--- config.mk ---
export PLATFORM = sky130hd
export DESIGN_NAME = memory_wait_pipeline_chain
export DESIGN_NICKNAME = d
export VERILOG_FILES = /design/src/rtl/pipeline_pkg.sv /design/src/rtl/pipeline_slot.sv /design/src/rtl/memory_wait_pipeline_chain.sv
export SDC_FILE = /design/constraint.sdc
export NUM_CORES = 1
export LEC_CHECK = 0
export ABC_CLOCK_PERIOD_IN_PS = 1800
export CORE_MARGIN = 2
export CORE_UTILIZATION = 50
export DETAILED_ROUTE_END_ITERATION = 8
export DONT_BUFFER_PORTS = 1
export SYNTH_ARGS = -nofsm -noshare
export SYNTH_HDL_FRONTEND = slang
export SYNTH_SLANG_ARGS = --single-unit
--- constraint.sdc ---
create_clock -name clk -period 1.8 [get_ports clk]
set_clock_uncertainty 0.05 [all_clocks]
set_input_delay 0.36 -clock clk [delete_from_list [all_inputs] [get_ports clk]]
set_output_delay 0.36 -clock clk [all_outputs]
set_load 0.01 [all_outputs]
--- src/rtl/pipeline_pkg.sv ---
// Shared definitions for the memory-wait instruction pipeline chain.
package pipeline_pkg;
  localparam logic [31:0] NOP_INSTR = 32'hE320_F000;
  typedef logic [31:0] instr_t;
endpackage

--- src/rtl/pipeline_slot.sv ---
// One chain slot: data/valid register with load enable; reset and flush return it to NOP.
module pipeline_slot #(
  parameter int                DATA_W    = 32,
  parameter logic [DATA_W-1:0] NOP_VALUE = '0
) (
  input  logic              clk,
  input  logic              i_rst,
  input  logic              i_flush,
  input  logic              i_load,
  input  logic              i_src_valid,
  input  logic [DATA_W-1:0] i_src_data,
  output logic [DATA_W-1:0] o_data,
  output logic              o_valid
);
  logic [DATA_W-1:0] r_data;
  logic              r_valid;

  always_ff @(posedge clk) begin
    if (i_rst || i_flush) begin
      r_data  <= NOP_VALUE;
      r_valid <= 1'b0;
    end else if (i_load) begin
      // an empty source writes NOP so stale words never linger in a bubble
      r_valid <= i_src_valid;
      r_data  <= i_src_valid ? i_src_data : NOP_VALUE;
    end
  end

  assign o_data  = r_data;
  assign o_valid = r_valid;
endmodule

--- src/rtl/memory_wait_pipeline_chain.sv ---
// Elastic DEPTH-slot instruction chain feeding the memory-wait stage; bubbles
// collapse under back-pressure and flush squashes every slot to NOP.
module memory_wait_pipeline_chain
  import pipeline_pkg::*;
#(
  parameter int                DATA_W    = 32,
  parameter int                DEPTH     = 2,
  parameter logic [DATA_W-1:0] NOP_VALUE = NOP_INSTR[DATA_W-1:0]
) (
  input  logic                         clk,
  input  logic                         rst,
  input  logic [DATA_W-1:0]            instr_in,
  input  logic                         in_valid,
  output logic                         in_ready,
  output logic [DATA_W-1:0]            instr_out,
  output logic                         out_valid,
  input  logic                         out_ready,
  input  logic                         flush,
  output logic [$clog2(DEPTH+1)-1:0]   occupancy
);
  localparam int OCC_W = $clog2(DEPTH+1);

  logic [DEPTH-1:0]  w_valid;
  logic [DEPTH-1:0]  w_move;
  logic [DEPTH-1:0]  w_load;
  logic [DEPTH-1:0]  w_src_valid;
  logic [DATA_W-1:0] w_data     [DEPTH];
  logic [DATA_W-1:0] w_src_data [DEPTH];

  // move ripples from the output slot back toward the input side
  always_comb begin
    w_move = '0;
    w_move[DEPTH-1] = w_valid[DEPTH-1] & out_ready;
    for (int k = DEPTH - 2; k >= 0; k--) begin
      w_move[k] = w_valid[k] & (~w_valid[k+1] | w_move[k+1]);
    end
  end

  assign w_load = ~w_valid | w_move;

  always_comb begin
    w_src_valid[0] = in_valid;
    w_src_data[0]  = instr_in;
    for (int k = 1; k < DEPTH; k++) begin
      w_src_valid[k] = w_valid[k-1];
      w_src_data[k]  = w_data[k-1];
    end
  end

  for (genvar k = 0; k < DEPTH; k++) begin : g_slot
    pipeline_slot #(
      .DATA_W    (DATA_W),
      .NOP_VALUE (NOP_VALUE)
    ) u_slot (
      .clk         (clk),
      .i_rst       (rst),
      .i_flush     (flush),
      .i_load      (w_load[k]),
      .i_src_valid (w_src_valid[k]),
      .i_src_data  (w_src_data[k]),
      .o_data      (w_data[k]),
      .o_valid     (w_valid[k])
    );
  end

  always_comb begin
    occupancy = '0;
    for (int k = 0; k < DEPTH; k++) begin
      occupancy = occupancy + OCC_W'(w_valid[k]);
    end
  end

  assign in_ready  = w_load[0] & ~flush;
  assign instr_out = w_data[DEPTH-1];
  assign out_valid = w_valid[DEPTH-1];
endmodule

Word-level counts from Yosys, hierarchy flattened. Cells that the tools add are included.

Output and inout bits: 36. Memory bits (writable): 0. Bits in latches: 0. Memories kept: 0. Bits in registers: 66. ROM bits: 0. Logic and storage cells: 16.

Shift operators: 0. Reduce and logical (&&, ||, !) cells: 1. $add $sub $neg: 1. Div/mod/pow operators: 0. Bitwise logic cells: 8. Eq/ne operators: 0. Order comparisons: 0. $mul: 0. Mux-type cells: 2.

Operator list (count): $mux W32 (2); $and A1 B1 Y1 (3); $add A1 B1 Y2 (1); $not A1 Y1 (2); $not A2 Y2 (1); $or A2 B2 Y2 (1); $logic_or A1 B1 Y1 (1); $or A1 B1 Y1 (1).

Depth between registers and ports, before layout.
Depth in word-level cells: 5. Mapped depth: 6.

Cells and area by module. Synthesis repeated with hierarchy kept, for this count alone.

Cell total of the unflattened synthesis: 296. Area, all modules: 2827.7 sq um.

Modules (own cells, without submodules): pipeline_slot (seq. area each 660.6 sq um, cells each 146, times used 2, area an instance 1387.6 sq um); memory_wait_pipeline_chain (seq. area each 0.0 sq um, cells each 4, times used 1, area an instance 52.6 sq um).

Worst setup path before layout. Ideal clock, no wire load.

Path kind: reg-to-output. Start point: register g_slot[0].u_slot.r_valid. End point: output port in_ready. Buffers on the path: 3. Cell stages (with the launch flop): 6. Data required time: 1390 ps. Arrival time: 1017 ps. Setup slack: 373 ps. Cells stage by stage: dfxtp_1 -> buf_6 -> and3b_1 -> buf_6 -> buf_4 -> nor2_1.

Word-level cells in the longest chain between the ends: 3. Elaborated cells between the ends (all ways): 4. Classes of those cells: bitwise: 4.

Ends and longest elaborated chain: from (decl) (line pipeline_slot.sv:16) `logic r_valid;`; from (signal assigned) (line pipeline_slot.sv:24) `r_valid <= i_src_valid;`; $and A1 B1 Y1 or $not A2 Y2 (tied branches) (line memory_wait_pipeline_chain.sv:35, memory_wait_pipeline_chain.sv:39); $or A2 B2 Y2 (*) (line memory_wait_pipeline_chain.sv:39) `assign w_load = ~w_valid | w_move;`; $and A1 B1 Y1 (*) (line memory_wait_pipeline_chain.sv:73) `assign in_ready = w_load[0] & ~flush;`; to (decl) (line memory_wait_pipeline_chain.sv:14) `output logic in_ready,`.

Every way passes the cells marked *; elsewhere a longest branch is shown, timed or not.

Worst setup path after layout.
Start point: register g_slot[1].u_slot.r_valid. End point: output port in_ready.

Word-level cells in the longest chain between the ends: 5. Elaborated cells between the ends (all ways): 6. Classes of those cells: bitwise: 6.

Ends and longest elaborated chain: from (decl) (line pipeline_slot.sv:16); from (signal assigned) (line pipeline_slot.sv:24); $and A1 B1 Y1 or $not A1 Y1 (tied branches) (line memory_wait_pipeline_chain.sv:33, memory_wait_pipeline_chain.sv:35); $or A1 B1 Y1 (*) (line memory_wait_pipeline_chain.sv:35) `w_move[k] = w_valid[k] & (~w_valid[k+1] | w_move[k+1]);`; $and A1 B1 Y1 (*) (line memory_wait_pipeline_chain.sv:35); $or A2 B2 Y2 (*) (line memory_wait_pipeline_chain.sv:39); $and A1 B1 Y1 (*) (line memory_wait_pipeline_chain.sv:73).

Marked as above.

==> results.ini <==
[worst_setup_path]
worstPathMaxFanout = 6
slowest_delay_ps = 480
r2r-start = g_slot[1].u_slot.o_valid$_SDFFE_PP0P_
worstPathCellList = and3b_1 > nor2_1
rr_worst_depth = 4
worst_setup_path_end_kind = output pin
critPathKind = register to output pin
cp.required_ps = 1390
startpoint = g_slot[1].u_slot.o_valid$_SDFFE_PP0P_
r2r_setup_slack_ps = 410
worstSetupStartpointType = register
cp_slowest_cell = dfxtp_1
crit_cells = 2
critical_path.top_delay_family = flip-flops
cp-endpoint = in_ready
cp.arrival_ps = 1260
reg2reg_to = g_slot[0].u_slot.o_data[14]$_SDFFE_PP1P_
crit_buf_inv = 0

[yosys]
syn_inst = 298
synth_top_area_frac = 0.525
syn_avg_cell_area_um2 = 8.44
synth_edf_count = 0
synth_commonest_cells = dfxtp_1, a21oi_1, nand2_1, nand3_1, nor2_1
yosysTopAreaCell = dfxtp_1
synth.distinct_cells = 19
syn-cell-area_um2 = 2510
synth_nets = 336
synthArstFlopShare = 0
synth_seq_cells = 66
yosysSeqAreaShare = 0.525
synth.area.top_cells = dfxtp_1, a21oi_1, nand3_1, nand2_1, nor3b_1
synth_flop_cell = dfxtp_1
yosys_warnings = 0
yosysMostFrequentCell = dfxtp_1

[global_route]
grt_max_degree = 47
overflow = 0
antenna_found_initial = 0
grt_usage = 0.214
grt_first_pass_wirelength_mm = 8.99
grt_pass1_vias = 1876

[floorplan]
ios = 73
dieHeight_um = 74.9
die_w_um = 74.9
num_rows = 25
start_util = 0.525
core-area_um2 = 4790
die_area_um2 = 5610

[timing]
finalHoldViolCount = 0
drv_slew = 0
worst_slew_pin_slew_ps = 867
rsz0062_at_grt = false
maxSlewHeadroom = 0.422
tns_ps = 0
fin_crit_sh = 0.928
period_minus_slack_ps = 1670
max_freq_mhz = 598
setup_viol = 0

[cts]
numCtsBuffers = 9
cts.clk_slew.worst_paths_ps = 60
clock_latency_ps = 320
cts_buffer_depth = 2
cts_setup_buffers = 0
cts_tree = built
cts_resized = 0
cts_hold_buf = 0
clock-root-buffer = clkbuf_8
cts.sinks = 66
htreeDepth = 3

[pwr]
p_total_w = 0.00271
leakagePower_nw = 0.876
powerDensity_nw_per_um2 = 1000
ir_worst_vdd_uv = 651

[routing]
drt_wl_total_mm = 5.51
vias = 1971
vias_per_cell = 5.40
wl_per_cell_um = 15.1
detail-route-antenna-nets = 0
drc = 0
dr.pass1.iters = 4
dr.first_iter.drc_count = 115

[final_layout]
drive_gt1_frac = 0.114
layout.nets = 331
diodes = 0
stdcell_area_um2 = 2710
utilization = 0.567
synthToLayoutAreaGrowth_pct = 7.81

[hold_path]
hp-class = primary input to register

[placement]
portBuffers = 0
gp_congestion = 0.697
post-dp-hpwl_mm = 3.48
placed_cell_area_um2 = 2530

[status]
status = complete, no violations

[job]
cap_viol_max_count = 0

[flip-flops by register name, summed over array words and instances (netlist names)]
name and flops:
g_slot.u_slot.o_data 64, g_slot.u_slot.o_valid 2
[power by group]
group	internal [W]	leakage, nW	switching [W]
logic	0.0000377	0.245	0.0000540
clock network	0.000610	0.0965	0.000517
registers	0.00148	0.535	0.0000121
total	0.00213	0.876	0.000583
[cells in the final DEF (no fill, tap or decap), types with 2 or more instances in the layout]
master / synthesis / final
clkbuf_1: 8 / 2
nand3_1: 44 / 44
clkbuf_8: 0 / 12
a21oi_1: 44 / 44
nand2_1: 44 / 44
nor2_1: 26 / 26
o21ai_0: 14 / 14
clkinv_2: 0 / 2
nor3b_1: 14 / 14
o21ai_1: 6 / 6
buf_4: 3 / 12
nor3b_2: 6 / 6
dfxtp_1: 66 / 66
[cell families after synthesis]
group / synth area share
AOI/OAI and AO/OA: 0.127
adders and majority gates: 0.00497
buffers and inverters: 0.0647
DFF: 0.525
and+or+nand+nor: 0.278
[worst min path at each step]
| stage | startpoint | depth (start not counted) | endpoint |
|---|---|---|---|
| floorplan | g_slot[0].u_slot.o_data[0]$_SDFFE_PP0P_ | 2 | g_slot[0].u_slot.o_data[0]$_SDFFE_PP0P_ |
| global placement | g_slot[0].u_slot.o_data[19]$_SDFFE_PP0P_ | 2 | g_slot[0].u_slot.o_data[19]$_SDFFE_PP0P_ |
| detailed placement | g_slot[0].u_slot.o_data[10]$_SDFFE_PP0P_ | 2 | g_slot[0].u_slot.o_data[10]$_SDFFE_PP0P_ |
| CTS | in_valid | 2 | g_slot[0].u_slot.o_valid$_SDFFE_PP0P_ |
| global route | in_valid | 2 | g_slot[0].u_slot.o_data[5]$_SDFFE_PP0P_ |
| finish | in_valid | 2 | g_slot[0].u_slot.o_valid$_SDFFE_PP0P_ |
[metal layers]
| metal | global-route usage | part of all wire | vias to the layer above |
|---|---|---|---|
| li1 | - | - | 995 |
| met2 | 0.323 | 0.45 | 62 |
| met3 | 0.0656 | 0.073 | 6 |
| met1 | 0.283 | 0.47 | 908 |
| met5 | 0 | 0 | - |
| met4 | 0.0952 | 0.012 | 0 |
[stage by stage]
stage / hold WS, ps / worst slack, ps / std cells
after CTS: 99.9 / 116 / 365
after detailed placement: 397 / 401 / 349
after floorplan: 383 / 373 / 298
after global placement: 388 / 461 / 349
final: 118 / 129 / 365
after global routing: 120 / 54.9 / 365
[layout make-up]
type                       count  area [um2]
fill                         483        2070
sequential                    66        1320
multi-input combinational    204        1030
clock buffer                  14         173
timing repair buffer          12        90.1
tap                           67        83.8
clock inverter                 2        10.0
(Power assumes the default switching activity.)
==> edit: new RTL, same flow settings <==
Set the parameter `DEPTH` to 1 (it was 2).
--- a/src/rtl/memory_wait_pipeline_chain.sv
+++ b/src/rtl/memory_wait_pipeline_chain.sv
@@ -4,7 +4,7 @@
   import pipeline_pkg::*;
 #(
   parameter int                DATA_W    = 32,
-  parameter int                DEPTH     = 2,
+  parameter int                DEPTH     = 1,
   parameter logic [DATA_W-1:0] NOP_VALUE = NOP_INSTR[DATA_W-1:0]
 ) (
   input  logic                         clk,
Ports: changed (resized occupancy); port bits go from 73 to 72. No check against the original RTL was run, so the function may have changed too.
==> edit against the unedited design <==
Setup slack gained 0.16 ns; sequential share of layout area grew 4.2 points; first-iteration DRC count shrank 94%; hold slack lost 0.0097 ns; sequential cell count shrank 33; count of clock-buffer cells in the layout shrank 6; wire length shrank 55%; synthesized area shrank 51%; total power shrank 55%; cell area shrank 54%.
==> edit: results (changes against the unedited design) <==
status completed; synth unique cells 14 (-5); root buffer cell clkbuf_4; M2 GR Usage 0.337 (+0.0148); multi-input gates 101 (-50%); met1 Usage GRT 0.203 (-0.0797); LEAKAGE 0.451 nW (-49%); top cells by count, synth 42 x nand2_1, 33 x dfxtp_1, 32 x nand3_1; final std cell area, no fill 0.00125 sq mm (-54%); Post-Route WL 2.51 mm (-55%); Final Non-Filler Cells 175 (-52%); Data buffer area share 0.0241 (-0.00915); placed cells 167 (-52%); worst vdd ir 568 uV (-13%); fillers 221 (-54%); max reg flops 32 (-50%); dpl ws 0.490 ns (+0.0893 ns); DR WL met2 1.18 mm (-52%); GP Congestion 0.587 (-16%); vias per inst 5.55 (+2.9%); fin nets 183 (-45%); CTS Buf Count 5 (-4); GR Util met3 0.0763 (+0.0107); Mapped Nets 187 (-44%); drt first pass iters 3 (-1); metal3 WL 292 microns (-28%); H-tree depth 2 (-1); Area Growth Syn to Fin 2.26%; post-synthesis register bit count 33 (-50%); Worst-path clk slew 0.09 ns (+0.03 ns); Seq area share 0.530 (+0.0423); drt initial violations 7 (-94%); Max transition margin 0.783 (+0.361); register area share after synthesis 0.542 (+0.0162); share of layout cells above drive strength 1 0.0748 (-0.0393); Syn Inst Count 150 (-50%); crit path DAT 1.10 ns (-0.16 ns); Final clock-cell share 0.0391 (-0.0283); Buffers, non-clock 4 (-8); largest net degree at the start of global routing 33 (-30%); fraction of area in multi-input gates 0.376 (-0.00504); Area contributors post-synth dfxtp_1 54%, nand3_1 13%, nand2_1 13%, a21oi_1 9.0%, buf_2 3.3%; first-pass GRT wire length 3.93 mm (-56%)
==> edit: cell types whose count changed after synthesis, moves of 6 or more <==
cell | before | now
a21oi_1 | 44 | 22
o21ai_1 | 6 | 0
nand3_1 | 44 | 32
clkbuf_1 | 8 | 0
o21ai_0 | 14 | 0
nor3b_1 | 14 | 0
dfxtp_1 | 66 | 33
nor2_1 | 26 | 1
nor3b_2 | 6 | 0
==> edit: path summary, 6_finish.rpt <==
check / slack, ns / startpoint / cells past startpoint / end
worst max-delay path: 0.29 / g_slot[0].u_slot.o_valid / 2 / in_ready
worst min-delay path: 0.11 / instr_in[25] / 2 / g_slot[0].u_slot.o_data[25]
worst max register to register: 0.49 / g_slot[0].u_slot.o_valid / 4 / g_slot[0].u_slot.o_data[20]
worst min register to register: 0.45 / g_slot[0].u_slot.o_data[0] / 2 / g_slot[0].u_slot.o_data[0]
==> edit: report_power, final <==
group	internal (mW)	switching [mW]	total, mW
registers	0.752	0.0246	0.776
logic	0.0260	0.0410	0.0670
clock network	0.156	0.225	0.381
